$ cat src/rtl/morty_pkg.sv
// Shared constants and types for the Morty RV32I core writeback path.
package morty_pkg;

  localparam int unsigned XLEN   = 32;
  localparam int unsigned REG_AW = 5;

  typedef enum logic {
    IDLE     = 1'b0,
    WAIT_MEM = 1'b1
  } wb_state_e;

  localparam logic [2:0] F3_LB  = 3'b000;
  localparam logic [2:0] F3_LH  = 3'b001;
  localparam logic [2:0] F3_LW  = 3'b010;
  localparam logic [2:0] F3_LBU = 3'b100;
  localparam logic [2:0] F3_LHU = 3'b101;

endpackage

$ cat src/rtl/wb_stage_if.sv
// Execute/memory-to-writeback bus plus the register file write port.
interface wb_stage_if;
  import morty_pkg::*;

  logic              ex_valid;
  logic              ex_ready;
  logic [REG_AW-1:0] ex_rd;
  logic [XLEN-1:0]   ex_result;
  logic              ex_is_load;
  logic [2:0]        ex_funct3;
  logic [1:0]        ex_addr_lo;
  logic              mem_rvalid;
  logic [XLEN-1:0]   mem_rdata;
  logic              wb_we;
  logic [REG_AW-1:0] wb_rd;
  logic [XLEN-1:0]   wb_wdata;

  // Writeback stage side.
  modport slave (
    input  ex_valid, ex_rd, ex_result, ex_is_load, ex_funct3, ex_addr_lo,
    input  mem_rvalid, mem_rdata,
    output ex_ready, wb_we, wb_rd, wb_wdata
  );

  // Upstream / environment side.
  modport master (
    output ex_valid, ex_rd, ex_result, ex_is_load, ex_funct3, ex_addr_lo,
    output mem_rvalid, mem_rdata,
    input  ex_ready, wb_we, wb_rd, wb_wdata
  );

endinterface

$ cat src/rtl/wb_stage_load_extract.sv
// Load data alignment and sign/zero extension; shared with the LSU.
module load_extract
  import morty_pkg::*;
(
  input  logic [XLEN-1:0] i_rdata,
  input  logic [2:0]      i_funct3,
  input  logic [1:0]      i_addr_lo,
  output logic [XLEN-1:0] o_data_c
);

  logic [7:0]  w_byte;
  logic [15:0] w_half;

  // Select lane, then extend according to load type; unknown types act as LW.
  always_comb begin
    w_byte = i_rdata[7:0];
    case (i_addr_lo)
      2'd0:    w_byte = i_rdata[7:0];
      2'd1:    w_byte = i_rdata[15:8];
      2'd2:    w_byte = i_rdata[23:16];
      default: w_byte = i_rdata[31:24];
    endcase
    w_half = i_addr_lo[1] ? i_rdata[31:16] : i_rdata[15:0];
    case (i_funct3)
      F3_LB:   o_data_c = {{(XLEN-8){w_byte[7]}}, w_byte};
      F3_LBU:  o_data_c = {{(XLEN-8){1'b0}}, w_byte};
      F3_LH:   o_data_c = {{(XLEN-16){w_half[15]}}, w_half};
      F3_LHU:  o_data_c = {{(XLEN-16){1'b0}}, w_half};
      default: o_data_c = i_rdata;
    endcase
  end

endmodule

$ cat src/rtl/wb_stage.sv
// Morty writeback stage: retires ALU results and loads into the register file.
// Optional: define WB_INSTRET_EN to add a 64-bit retired-instruction counter.
module wb_stage
  import morty_pkg::*;
(
  input  logic          clk,
  input  logic          rst_n,
  wb_stage_if.slave     bus,
`ifdef WB_INSTRET_EN
  output logic [63:0]   instret,
`endif
  output logic          busy
);

  wb_state_e         r_state, w_state_nxt;
  logic              r_wb_we, w_wb_we_nxt;
  logic [REG_AW-1:0] r_wb_rd, w_wb_rd_nxt;
  logic [XLEN-1:0]   r_wb_wdata, w_wb_wdata_nxt;
  logic [REG_AW-1:0] r_p_rd, w_p_rd_nxt;
  logic [2:0]        r_p_funct3, w_p_funct3_nxt;
  logic [1:0]        r_p_addr_lo, w_p_addr_lo_nxt;
  logic              w_accept;
  logic              w_retire;
  logic [XLEN-1:0]   w_ext;

  load_extract u_load_extract (
    .i_rdata   (bus.mem_rdata),
    .i_funct3  (r_p_funct3),
    .i_addr_lo (r_p_addr_lo),
    .o_data_c  (w_ext)
  );

  assign bus.ex_ready = (r_state == IDLE);
  assign w_accept     = bus.ex_valid && (r_state == IDLE);

  // Next-state and next-output decode.
  always_comb begin
    w_state_nxt     = r_state;
    w_wb_we_nxt     = 1'b0;
    w_wb_rd_nxt     = r_wb_rd;
    w_wb_wdata_nxt  = r_wb_wdata;
    w_p_rd_nxt      = r_p_rd;
    w_p_funct3_nxt  = r_p_funct3;
    w_p_addr_lo_nxt = r_p_addr_lo;
    w_retire        = 1'b0;
    case (r_state)
      IDLE: begin
        if (w_accept) begin
          if (bus.ex_is_load) begin
            w_p_rd_nxt      = bus.ex_rd;
            w_p_funct3_nxt  = bus.ex_funct3;
            w_p_addr_lo_nxt = bus.ex_addr_lo;
            w_state_nxt     = WAIT_MEM;
          end else begin
            w_wb_rd_nxt    = bus.ex_rd;
            w_wb_wdata_nxt = bus.ex_result;
            w_wb_we_nxt    = (bus.ex_rd != '0);
            w_retire       = 1'b1;
          end
        end
      end
      WAIT_MEM: begin
        if (bus.mem_rvalid) begin
          w_wb_rd_nxt    = r_p_rd;
          w_wb_wdata_nxt = w_ext;
          w_wb_we_nxt    = (r_p_rd != '0);
          w_retire       = 1'b1;
          w_state_nxt    = IDLE;
        end
      end
      default: w_state_nxt = IDLE;
    endcase
  end

  // State and registered outputs.
  always_ff @(posedge clk or negedge rst_n) begin
    if (!rst_n) begin
      r_state     <= IDLE;
      r_wb_we     <= 1'b0;
      r_wb_rd     <= '0;
      r_wb_wdata  <= '0;
      r_p_rd      <= '0;
      r_p_funct3  <= '0;
      r_p_addr_lo <= '0;
    end else begin
      r_state     <= w_state_nxt;
      r_wb_we     <= w_wb_we_nxt;
      r_wb_rd     <= w_wb_rd_nxt;
      r_wb_wdata  <= w_wb_wdata_nxt;
      r_p_rd      <= w_p_rd_nxt;
      r_p_funct3  <= w_p_funct3_nxt;
      r_p_addr_lo <= w_p_addr_lo_nxt;
    end
  end

  assign bus.wb_we    = r_wb_we;
  assign bus.wb_rd    = r_wb_rd;
  assign bus.wb_wdata = r_wb_wdata;
  assign busy         = (r_state == WAIT_MEM);

`ifdef WB_INSTRET_EN
  logic [63:0] r_instret;

  // Count every retirement, x0 destinations included; wraps naturally.
  always_ff @(posedge clk or negedge rst_n) begin
    if (!rst_n) begin
      r_instret <= '0;
    end else if (w_retire) begin
      r_instret <= r_instret + 64'(1);
    end
  end

  assign instret = r_instret;
`else
  logic w_unused_retire;
  assign w_unused_retire = w_retire;
`endif

endmodule

$ cat src/flat_wrapper.sv
// flat-port wrapper written by rule: the top's interface ports become plain ports
module wb_stage_flat import morty_pkg::*;
  (clk, rst_n, busy, bus_ex_valid, bus_ex_rd, bus_ex_result, bus_ex_is_load, bus_ex_funct3, bus_ex_addr_lo, bus_mem_rvalid, bus_mem_rdata, bus_ex_ready, bus_wb_we, bus_wb_rd, bus_wb_wdata);
  wb_stage_if bus_i ();
  input  logic clk;
  input  logic rst_n;
  output logic busy;
  input wire logic [$bits(bus_i.ex_valid)-1:0] bus_ex_valid;
  input wire logic [$bits(bus_i.ex_rd)-1:0] bus_ex_rd;
  input wire logic [$bits(bus_i.ex_result)-1:0] bus_ex_result;
  input wire logic [$bits(bus_i.ex_is_load)-1:0] bus_ex_is_load;
  input wire logic [$bits(bus_i.ex_funct3)-1:0] bus_ex_funct3;
  input wire logic [$bits(bus_i.ex_addr_lo)-1:0] bus_ex_addr_lo;
  input wire logic [$bits(bus_i.mem_rvalid)-1:0] bus_mem_rvalid;
  input wire logic [$bits(bus_i.mem_rdata)-1:0] bus_mem_rdata;
  output wire logic [$bits(bus_i.ex_ready)-1:0] bus_ex_ready;
  output wire logic [$bits(bus_i.wb_we)-1:0] bus_wb_we;
  output wire logic [$bits(bus_i.wb_rd)-1:0] bus_wb_rd;
  output wire logic [$bits(bus_i.wb_wdata)-1:0] bus_wb_wdata;
  assign bus_i.ex_valid = bus_ex_valid;
  assign bus_i.ex_rd = bus_ex_rd;
  assign bus_i.ex_result = bus_ex_result;
  assign bus_i.ex_is_load = bus_ex_is_load;
  assign bus_i.ex_funct3 = bus_ex_funct3;
  assign bus_i.ex_addr_lo = bus_ex_addr_lo;
  assign bus_i.mem_rvalid = bus_mem_rvalid;
  assign bus_i.mem_rdata = bus_mem_rdata;
  assign bus_ex_ready = bus_i.ex_ready;
  assign bus_wb_we = bus_i.wb_we;
  assign bus_wb_rd = bus_i.wb_rd;
  assign bus_wb_wdata = bus_i.wb_wdata;
  wb_stage u_core (.clk(clk), .rst_n(rst_n), .bus(bus_i), .busy(busy));
endmodule
$ cat config.mk
export PLATFORM = sky130hd
export DESIGN_NAME = wb_stage_flat
export DESIGN_NICKNAME = d
export VERILOG_FILES = /design/src/rtl/morty_pkg.sv /design/src/rtl/wb_stage_if.sv /design/src/rtl/wb_stage_load_extract.sv /design/src/rtl/wb_stage.sv /design/src/flat_wrapper.sv
export SDC_FILE = /design/constraint.sdc
export NUM_CORES = 1
export LEC_CHECK = 0
export ABC_AREA = 1
export ABC_CLOCK_PERIOD_IN_PS = 1800
export BUFFER_PORTS_ARGS = -buffer_cell sky130_fd_sc_hd__buf_2
export CAP_MARGIN = 25
export CORE_UTILIZATION = 28
export DETAILED_ROUTE_END_ITERATION = 10
export GPL_TIMING_DRIVEN = 0
export MAX_ROUTING_LAYER = met4
export PLACE_DENSITY = 0.51
export SETUP_SLACK_MARGIN = 0.1
export SLEW_MARGIN = 10
export SYNTH_ARGS = -nofsm -noshare
export SYNTH_HDL_FRONTEND = slang
export SYNTH_SLANG_ARGS = --single-unit
$ cat constraint.sdc
create_clock -name clk -period 1.8 [get_ports clk]
set_clock_uncertainty 0.15 [all_clocks]
set_input_delay 0.18 -clock clk [delete_from_list [all_inputs] [get_ports clk]]
set_output_delay 0.18 -clock clk [all_outputs]
set_load 0.03 [all_outputs]
# Word-level counts from Yosys, hierarchy flattened
# Index checks and enable logic that the tools add are counted.
[word_totals]
regBits = 49
latch_bits = 0
mem_bits_rw = 0
mem_bits_ro = 0
out_inout_bits = 40
mem_count = 0
[op_classes]
add_sub_neg = 0
multipliers = 0
n_div = 0
magnitude_cmp = 0
n_eq_ne = 8
shift = 0
mux = 19
bitwise = 1
reduce_logical = 7
[ops]
columns = ["op", "count"]
rows = [
  ["$pmux W32 S4", 1],
  ["$mux W32", 3],
  ["$pmux W32 S2", 1],
  ["$pmux W8 S3", 1],
  ["$mux W16", 1],
  ["$mux W5", 3],
  ["$pmux W5 S2", 1],
  ["$reduce_bool A5 Y1", 2],
  ["$eq A3 B3 Y1 const B", 2],
  ["$mux W1", 6],
  ["$reduce_and A3 Y1", 2],
  ["$ne A2 B2 Y1 const B", 2],
  ["$pmux W1 S2", 2],
  ["$eq A3 B1 Y1 const B", 1],
  ["$logic_not A3 Y1", 1],
  ["$eq A2 B1 Y1 const B", 1],
  ["$eq A2 B2 Y1 const B", 1],
  ["$logic_not A2 Y1", 1],
  ["$ne A2 B1 Y1 const B", 1],
  ["$logic_and A1 B1 Y1", 1],
  ["$not A1 Y1", 1],
]

# Logic depth before layout (Yosys ltp)
# Gate-level depths: netlist (run 1).
[depth]
ltp_word = 5
ltp_mapped = 10
depth_no_buf = 8

# Hierarchy
# Synthesis (run 1) repeated with hierarchy kept, for this count alone.
[hier_totals]
hier_cells = 528
area_unflattened_um2 = 3360.7
[by_module_without_submodules]
columns = ["mod", "n_inst", "cells_each", "area_per_inst_um2", "seq_area_each_um2"]
rows = [
  ["wb_stage", 1, 336, 2464.9, 1226.2],
  ["load_extract", 1, 192, 895.9, 0.0],
]

# Worst setup path before layout (run 1)
# OpenSTA, ideal clock, no wires.
[synth_timing]
path_type = "register to register"
from = "register u_core.r_state (netlist: u_core.busy)"
to = "register u_core.r_wb_wdata[13] (netlist: u_core.bus.wb_wdata[13])"
setup_ns = 0.077
arrival_time_ns = 1.482
required_ns = 1.573
setup_slack_ns = 0.091
stages_incl_launch_ff = 6
n_path_buf = 2
synth_period_minus_slack_ns = 1.709
path_cell_list = "dfrtp_1 -> buf_6 -> inv_4 -> clkbuf_1 -> a21oi_1 -> a21oi_1"
[synth_via]
elab_chain_cells = 4
word_cells_on_any_way = 7
classes_between = "3 x eq/ne; 1 x mux; 1 x bitwise; 2 x reduce/logical"
[synth_lines]
columns = ["item", "line", "source"]
rows = [
  ["start: declaration", "wb_stage.sv:15", "wb_state_e r_state, w_state_nxt;"],
  ["start signal: assignment", "wb_stage.sv:86", "r_state <= w_state_nxt;"],
  ["$not A1 Y1 (no line) *", "--", ""],
  ["via bus_ex_ready", "flat_wrapper.sv:16", "output wire logic [$bits(bus_i.ex_ready)-1:0] bus_ex_ready;"],
  ["$logic_and A1 B1 Y1", "wb_stage.sv:34", "assign w_accept = bus.ex_valid && (r_state == IDLE);"],
  ["$ne A2 B1 Y1 (no line)", "--", ""],
  ["$reduce_and A3 Y1 (no line)", "--", ""],
  ["end signal: assignment", "wb_stage.sv:89", "r_wb_wdata <= w_wb_wdata_nxt;"],
  ["end: declaration", "wb_stage.sv:18", "logic [XLEN-1:0] r_wb_wdata, w_wb_wdata_nxt;"],
]
# The timed path passes the listed nets; every way through them passes the cells marked *.
# A chain may end at the register's enable or synchronous reset.

# Worst setup path after layout (run 1)
[layout_timing]
from = "register u_core.r_state (netlist: u_core.busy)"
to = "output port bus_ex_ready"
[layout_via]
elab_chain_cells = 1
[layout_lines]
columns = ["item", "line"]
rows = [
  ["$not A1 Y1 (no line)", "--"],
  ["end: declaration", "flat_wrapper.sv:16"],
]
# No other way between the ends.

==> run summary, run 1 <==
================================================================================
Run status ........................................................ finished clean
Routed WL .........................................................     10300 um
First DRT Iteration DRCs ..........................................          164
Number of different library cells in the post-synthesis netlist ...           29
Vias ..............................................................         3255
CTS sink cnt ......................................................           49
Core Box Area .....................................................   9910 sq um
Cell Int Power ....................................................      2330 uW
Cell with the largest stage delay on the worst path ............... sky130_fd_sc_hd__dfrtp_1
CP Max Fanout .....................................................           10
Die area ..........................................................  10800 sq um
Final min period ..................................................      1.64 ns
Number of global-route vias before repair .........................         3039
Buffer levels on the longest clock path ...........................            2
Net switching share of the total power ............................        44.2%
Length of the first detailed-routing pass in iterations ...........            4
Final setup violating endpoints ...................................            0
Worst-path clk slew ...............................................      0.09 ns
GRT Total Usage ...................................................        19.5%
Number of max-slew violations in the final report .................            0
Number of instances in the placed design ..........................          658
Remaining antenna violation count after routing ...................            0
Post-synthesis cell area ..........................................   2900 sq um
Classification of the worst-slack hold path ....................... input port to flip-flop
Clock latency at the later pin of the worst-skew pair .............      0.30 ns
Critical-path cell list ........................................... buf_6, inv_8, buf_4, buf_4
Worst setup SP type ...............................................    flip-flop
Vias per cell .....................................................         4.72
Part of the total power dissipated in combinational logic .........        46.8%
Post-Synthesis Cells ..............................................          406
Initial core utilization ..........................................        29.3%
Actual transition at the worst max-transition pin .................     0.522 ns
Non-filler instance count after layout ............................          690
Commonest non-fill, non-tap cell in the layout .................... sky130_fd_sc_hd__buf_2
Max transition margin .............................................        65.2%
Design Power ......................................................      4180 uW
Number of remaining DRC errors ....................................            0
Share of layout cells above drive strength 1 ......................        31.8%
Cell repeated most along the worst path ........................... sky130_fd_sc_hd__buf_4
Deepest level of the CTS H-tree ...................................            2
Endpoint arrival time on the critical path ........................      1.31 ns
Endpoint class of the critical path ...............................  output port
YS warnings .......................................................            0
Largest net degree at the start of global routing .................           30
Worst EP required .................................................      1.47 ns
Flip-flop and latch count after synthesis .........................           49
Total nets after synthesis ........................................          485
Cell type group with the largest total delay on the critical path . buffers and inverters
Share of power burned in the clock network ........................        16.7%
Layout net count ..................................................          635
Most frequent cells in the layout ................................. 124 x sky130_fd_sc_hd__buf_2, 105 x sky130_fd_sc_hd__nand2_1, 70 x sky130_fd_sc_hd__nor2_1, 68 x sky130_fd_sc_hd__a21oi_1, 49 x sky130_fd_sc_hd__dfrtp_1
Final Core Density ................................................        40.8%
RSZ-0062 raised after global routing ..............................          yes
Post-synthesis sequential area ratio ..............................        42.2%
Clk root buf ...................................................... sky130_fd_sc_hd__clkbuf_8
Buffers and inverters on the worst path ...........................            4
Buffers added on ports ............................................          118
Share of the clock period used by the worst path ..................        91.1%
Die Y-Extent ......................................................       104 um
Synth Area per Inst ...............................................   7.15 sq um
GR Overflow Total .................................................            0
Average wire per cell in the routed design ........................      15.0 um
Antenna violations before repair ..................................            1
Dpl hpwl ..........................................................      7960 um
Number of top-level design ports ..................................          119
Delay of the slowest cell on the worst path .......................      0.41 ns
DIE WIDTH .........................................................       104 um
Wire length of the first global-routing pass ......................     16100 um
Max Cap Violations ................................................            0
Sequential fraction of design power ...............................        36.5%
Peak VDD IR .......................................................       426 uV
Leak ..............................................................   0.00204 uW
Area growth from synthesis to layout ..............................        39.2%
RD Place Congestion ...............................................        0.900
Final hold viol count .............................................            0
Clock tree from TritonCTS .........................................         done
Number of clock buffers inserted by TritonCTS .....................            5
Power density over the cells ...................................... 1030 nW/um^2
FMAX ..............................................................      610 MHz
Classification of the worst setup path ............................ flip-flop to output port
Num rows ..........................................................           36
Net Sw Power ......................................................      1850 uW
================================================================================
[per-layer routing]
metal,GRT usage [%],vias up,wire length [um]
met3,4.03,10,665
met2,29.3,119,4570
li1,-,1625,-
met5,-,-,0
met1,26.8,1501,4990
met4,4.39,0,116
[worst reg2reg max path, stage by stage (launching register included)]
cell                       delay (ns)
sky130_fd_sc_hd__dfrtp_1         0.38
sky130_fd_sc_hd__buf_6           0.14
sky130_fd_sc_hd__buf_4           0.13
sky130_fd_sc_hd__o21ai_0         0.31
sky130_fd_sc_hd__nor2_1          0.09
sky130_fd_sc_hd__nor2_1          0.12
sky130_fd_sc_hd__o211ai_1        0.12
sky130_fd_sc_hd__a21oi_1         0.13
[worst paths after layout]
kind | startpoint | to | slack (ns) | cells past startpoint
hold reg to reg | u_core.bus.wb_wdata[17] | u_core.bus.wb_wdata[17] | 0.33 | 2
setup / recovery | u_core.busy | bus_ex_ready | 0.16 | 4
max in group asynchronous | rst_n | u_core.r_p_rd[2] | 0.73 | 3
setup reg to reg | u_core.r_p_addr_lo[1] | u_core.bus.wb_wdata[5] | 0.18 | 7
min in group asynchronous | rst_n | u_core.bus.wb_wdata[1] | 0.23 | 2
hold / removal | bus_ex_addr_lo[0] | u_core.r_p_addr_lo[0] | 0.002 | 3
[synth_stat cells]
cell                         n  area, sq um
sky130_fd_sc_hd__a21oi_1    69          345
sky130_fd_sc_hd__a31oi_1     5         31.3
sky130_fd_sc_hd__buf_2       7         35.0
sky130_fd_sc_hd__buf_4       2         15.0
sky130_fd_sc_hd__buf_6       6         67.6
sky130_fd_sc_hd__clkbuf_1   11         41.3
sky130_fd_sc_hd__dfrtp_1    49         1230
sky130_fd_sc_hd__inv_1      15         56.3
sky130_fd_sc_hd__inv_2       2         7.51
sky130_fd_sc_hd__inv_4       2         12.5
sky130_fd_sc_hd__mux2_2      2         22.5
sky130_fd_sc_hd__nand2_1   106          398
sky130_fd_sc_hd__nand2_2     2         12.5
sky130_fd_sc_hd__nand2_4     1         11.3
sky130_fd_sc_hd__nand3_1    20          100
sky130_fd_sc_hd__nand3_2     2         20.0
sky130_fd_sc_hd__nand3b_4    1         20.0
sky130_fd_sc_hd__nand4_2     1         12.5
sky130_fd_sc_hd__nand4_4     1         21.3
sky130_fd_sc_hd__nor2_1     72          270
sky130_fd_sc_hd__nor2_4      1         11.3
sky130_fd_sc_hd__nor3_1      2         10.0
sky130_fd_sc_hd__nor3b_1     1         7.51
sky130_fd_sc_hd__o211ai_1    4         30.0
sky130_fd_sc_hd__o21a_1      2         15.0
sky130_fd_sc_hd__o21ai_0    17         85.1
sky130_fd_sc_hd__o21ai_1     1         5.00
sky130_fd_sc_hd__o22ai_1     1         6.26
sky130_fd_sc_hd__or2_2       1         6.26
[logic make-up after synthesis]
| family | Yosys count | synth area share [%] |
|---|---|---|
| compound gates | 99 | 17.8 |
| buf+inv | 45 | 8.10 |
| flops | 49 | 42.2 |
| mux | 2 | 0.776 |
| simple gates | 211 | 31.0 |
[stage by stage]
step | hold WS (ns) | setup WS [ns] | cell area (sq um) | setup TNS (ns)
CTS | 0.0111 | 0.0899 | 3900 | 0
finish | 0.00240 | 0.161 | 4040 | 0
global route | 0.0249 | 0.0938 | 4040 | 0
floorplan | -0.266 | 0.179 | 2900 | 0
detailed placement | 0.0257 | -0.0157 | 3680 | -0.0157
global placement | 0.259 | 0.0535 | 3660 | 0
[area by class of cell]
class	count	area, sq um
Inverter	19	83.8
Fill cell	1105	5870
Clock inverter	1	7.51
Tap cell	133	166
Buffer	26	180
Multi-Input combinational cell	312	1480
Antenna cell	1	2.50
Timing Repair Buffer	143	816
Clock buffer	6	82.6
Sequential cell	49	1230
[state kept, by name (all words and copies together), names as in the netlist]
signal / count
u_core.bus.wb_rd: 5
u_core.bus.wb_wdata: 32
u_core.bus.wb_we: 1
u_core.busy: 1
u_core.r_p_addr_lo: 2
u_core.r_p_funct3: 3
u_core.r_p_rd: 5
[power groups by stage]
stage | clock, uW | combinational [uW] | sequential [uW]
after floorplan | 0 | 786 | 1990
after global placement | 0 | 1840 | 1540
after detailed placement | 0 | 1850 | 1540
after CTS | 708 | 1880 | 1520
after global routing | 752 | 2120 | 1560
final | 697 | 1950 | 1520
[what timing repair did]
action / CTS / global route
hold endpoints to repair: 31 / 0
setup endpoints to repair: 20 / 33
gates resized for setup: 5 / 19
pin swaps: 0 / 3
buffers inserted: 0 / 11
cloned: 0 / 2
hold buffers: 11 / 0
Note: power is estimated with default switching activity, not from simulation.
==> run 2, diff against run 1 <==
--- a/config.mk
+++ b/config.mk
@@ -15,4 +15,5 @@
 export MAX_ROUTING_LAYER = met4
 export PLACE_DENSITY = 0.51
+export RECOVER_POWER = 100
 export SETUP_SLACK_MARGIN = 0.1
 export SLEW_MARGIN = 10
==> constraint.sdc (replaced) <==
create_clock -name clk -period 1.8 [get_ports clk]
set_clock_uncertainty 0.15 [all_clocks]
set_input_delay 0.09 -clock clk [delete_from_list [all_inputs] [get_ports clk]]
set_output_delay 0.09 -clock clk [all_outputs]
set_load 0.03 [all_outputs]
==> run summary, run 2 (same netlist as run 1, synthesis figures left out) <==
================================================================================
Run status ........................................................ finished, violations left
Violated checks ................................................... negative hold slack
Final Hold Slack ..................................................  -0.00452 ns   -0.00692 ns
CP Max Fanout .....................................................           10   unchanged
Final Cell Area ...................................................   4360 sq um   +7.8%
Design Power ......................................................      4170 uW   about the same
Cell Int Power ....................................................      2310 uW   -0.93%
Die Y-Extent ......................................................       104 um   unchanged
Number of clock buffers inserted by TritonCTS .....................            5   unchanged
Worst setup margin ................................................     0.136 ns   -0.0245 ns
Most frequent cells in the layout ................................. 105 x sky130_fd_sc_hd__nand2_1, 82 x sky130_fd_sc_hd__buf_2, 70 x sky130_fd_sc_hd__nor2_1, 68 x sky130_fd_sc_hd__a21oi_1, 50 x sky130_fd_sc_hd__dlygate4sd3_1
Number of remaining DRC errors ....................................            0   unchanged
Buffers and inverters on the worst path ...........................            5   +1
Worst-path clk slew ...............................................      0.10 ns   about the same
Clk root buf ...................................................... sky130_fd_sc_hd__clkbuf_8
Delay of the slowest cell on the worst path .......................      0.41 ns   about the same
Critical-path cell list ........................................... buf_6, inv_8, nand3b_4, nand2_8, inv_2, buf_6, clkbuf_2, nand2_1, nand2_1
Average wire per cell in the routed design ........................      14.8 um   -1.5%
Worst setup SP type ...............................................    flip-flop
Remaining antenna violation count after routing ...................            0   unchanged
Wire length of the first global-routing pass ......................     16900 um   +5.1%
Routed WL .........................................................     10800 um   +4.0%
First DRT Iteration DRCs ..........................................          164   unchanged
Number of global-route vias before repair .........................         3286   +8.1%
Max Cap Violations ................................................            0   unchanged
Actual transition at the worst max-transition pin .................      1.25 ns   +0.726 ns
Deepest level of the CTS H-tree ...................................            2   unchanged
Net Sw Power ......................................................      1870 uW   +0.96%
Sequential fraction of design power ...............................        36.8%   +0.3 points
Leak ..............................................................   0.00209 uW   +2.1%
Part of the total power dissipated in combinational logic .........        46.6%   -0.2 points
Buffer levels on the longest clock path ...........................            2   unchanged
Worst EP required .................................................      1.85 ns   +0.38 ns
Clock latency at the later pin of the worst-skew pair .............      0.30 ns   about the same
RSZ-0062 raised after global routing ..............................          yes
Classification of the worst-slack hold path ....................... input port to flip-flop
Commonest non-fill, non-tap cell in the layout .................... sky130_fd_sc_hd__nand2_1
Vias per cell .....................................................         4.68   -0.76%
Share of the clock period used by the worst path ..................        92.4%   +1.4 points
Endpoint arrival time on the critical path ........................      1.72 ns   +0.41 ns
Storage cell area .................................................   1230 sq um   unchanged
Final setup violating endpoints ...................................            0   unchanged
Classification of the worst setup path ............................ flip-flop to flip-flop
Clock tree from TritonCTS .........................................         done
Share of layout cells above drive strength 1 ......................        22.9%   -8.9 points
Cell type group with the largest total delay on the critical path . buffers and inverters
Net switching share of the total power ............................        44.7%   +0.47 points
Number of max-slew violations in the final report .................            0   unchanged
Share of power burned in the clock network ........................        16.7%   about the same
FMAX ..............................................................      601 MHz   -1.5%
RD Place Congestion ...............................................        0.900   unchanged
Vias ..............................................................         3408   +4.7%
Power density over the cells ......................................  958 nW/um^2   -7.4%
Largest net degree at the start of global routing .................           30   unchanged
Largest register FFs ..............................................           32   unchanged
Endpoint class of the critical path ...............................    flip-flop
Cell with the largest stage delay on the worst path ............... sky130_fd_sc_hd__dfrtp_1
Layout net count ..................................................          673   +6.0%
Count of filler cells inserted in the layout ......................         1095   -0.90%
Final hold viol count .............................................            2   +2
Number of top-level design ports ..................................          119   unchanged
Core Box Area .....................................................   9910 sq um   unchanged
Peak VDD IR .......................................................       428 uV   +0.60%
GRT Total Usage ...................................................        20.3%   +0.85 points
Final min period ..................................................      1.66 ns   +0.0245 ns
Multi-input combinational cell area ...............................   1470 sq um   -0.34%
Placed standard-cell area .........................................   3680 sq um   unchanged
Dpl hpwl ..........................................................      7960 um   unchanged
CTS sink cnt ......................................................           49   unchanged
Area growth from synthesis to layout ..............................        50.1%
Setup WS pre-CTS ..................................................   -0.0157 ns   unchanged
Initial core utilization ..........................................        29.3%   unchanged
Num rows ..........................................................           36   unchanged
Max transition margin .............................................        16.8%   -48 points
Antenna violations before repair ..................................            1   unchanged
Buffers added on ports ............................................          118   unchanged
DIE WIDTH .........................................................       104 um   unchanged
Die area ..........................................................  10800 sq um   unchanged
GR Overflow Total .................................................            0   unchanged
Length of the first detailed-routing pass in iterations ...........            4   unchanged
Summed negative setup slack over all endpoints ....................         0 ns   unchanged
================================================================================
run 2: cell count changes in the layout (fill, tap and decap cells not counted):
cell / before / now
sky130_fd_sc_hd__buf_2: 124 / 82
sky130_fd_sc_hd__clkbuf_1: 8 / 48
sky130_fd_sc_hd__buf_4: 16 / 11
sky130_fd_sc_hd__nand2_4: 1 / 0
sky130_fd_sc_hd__dlygate4sd3_1: 11 / 50
sky130_fd_sc_hd__clkbuf_2: 1 / 6
sky130_fd_sc_hd__clkbuf_4: 0 / 2
sky130_fd_sc_hd__buf_6: 8 / 7
sky130_fd_sc_hd__nand2_2: 2 / 3
run 2: per-layer routing:
layer	up-vias	global-route usage [%]	part of all wire, %
met3	14	3.65	4.8
met5	-	-	0
met4	0	5.10	1.5
met2	113	31.5	45
met1	1569	27.4	49
li1	1712	-	-
run 2: path summary, 6_finish.rpt:
path / from / end / slack (ns) / cells past startpoint
max reg2reg: u_core.busy / u_core.bus.wb_wdata[22] / 0.14 / 9
min: bus_mem_rdata[19] / u_core.bus.wb_wdata[19] / -0.005 / 5
min reg2reg: u_core.bus.wb_wdata[17] / u_core.bus.wb_wdata[17] / 0.34 / 2
max: u_core.busy / u_core.bus.wb_wdata[22] / 0.14 / 9
max in group asynchronous: rst_n / u_core.r_p_rd[2] / 0.31 / 3
min in group asynchronous: rst_n / u_core.bus.wb_wdata[1] / 0.43 / 2
run 2: cell type report:
| cell class | count | area share, % |
|---|---|---|
| Antenna cell | 1 | 0.0574 |
| Buffer | 26 | 3.93 |
| Clock buffer | 6 | 1.90 |
| Clock inverter | 1 | 0.172 |
| Inverter | 19 | 1.92 |
| Multi-Input combinational cell | 312 | 33.7 |
| Sequential cell | 49 | 28.1 |
| Tap cell | 133 | 3.82 |
| Timing Repair Buffer | 181 | 26.3 |
run 2: power by group through the flow:
stage | sequential, uW | clock [uW] | combinational, uW
2_1_floorplan | 1990 | 0 | 786
3_3_place_gp | 1540 | 0 | 1840
3_5_place_dp | 1540 | 0 | 1850
4_1_cts | 1520 | 708 | 1950
5_1_grt | 1570 | 752 | 2120
6_report | 1530 | 695 | 1940
run 2: repair_timing:
item / 4_1_cts / 5_1_grt
setup buffers: 0 / 10
hold buffers: 50 / 0
gates cloned: 0 / 2
pin swaps: 0 / 3
hold endpoints to repair: 96 / 0
gates resized for setup: 4 / 19
endpoints found under the setup margin: 20 / 33
run 2: stage by stage:
step / cells / utilization, %
final: 728 / 44.0
after global routing: 728 / 44.0
after CTS: 715 / 43.3
after detailed placement: 658 / 37.1
after global placement: 657 / 36.9
after floorplan: 406 / -
run 2: worst min-delay path, delay by kind of cell:
family / cells / cell delay (ns)
compound gates: 1 / 0.06
buf+inv: 1 / 0.09
simple gates: 3 / 0.18
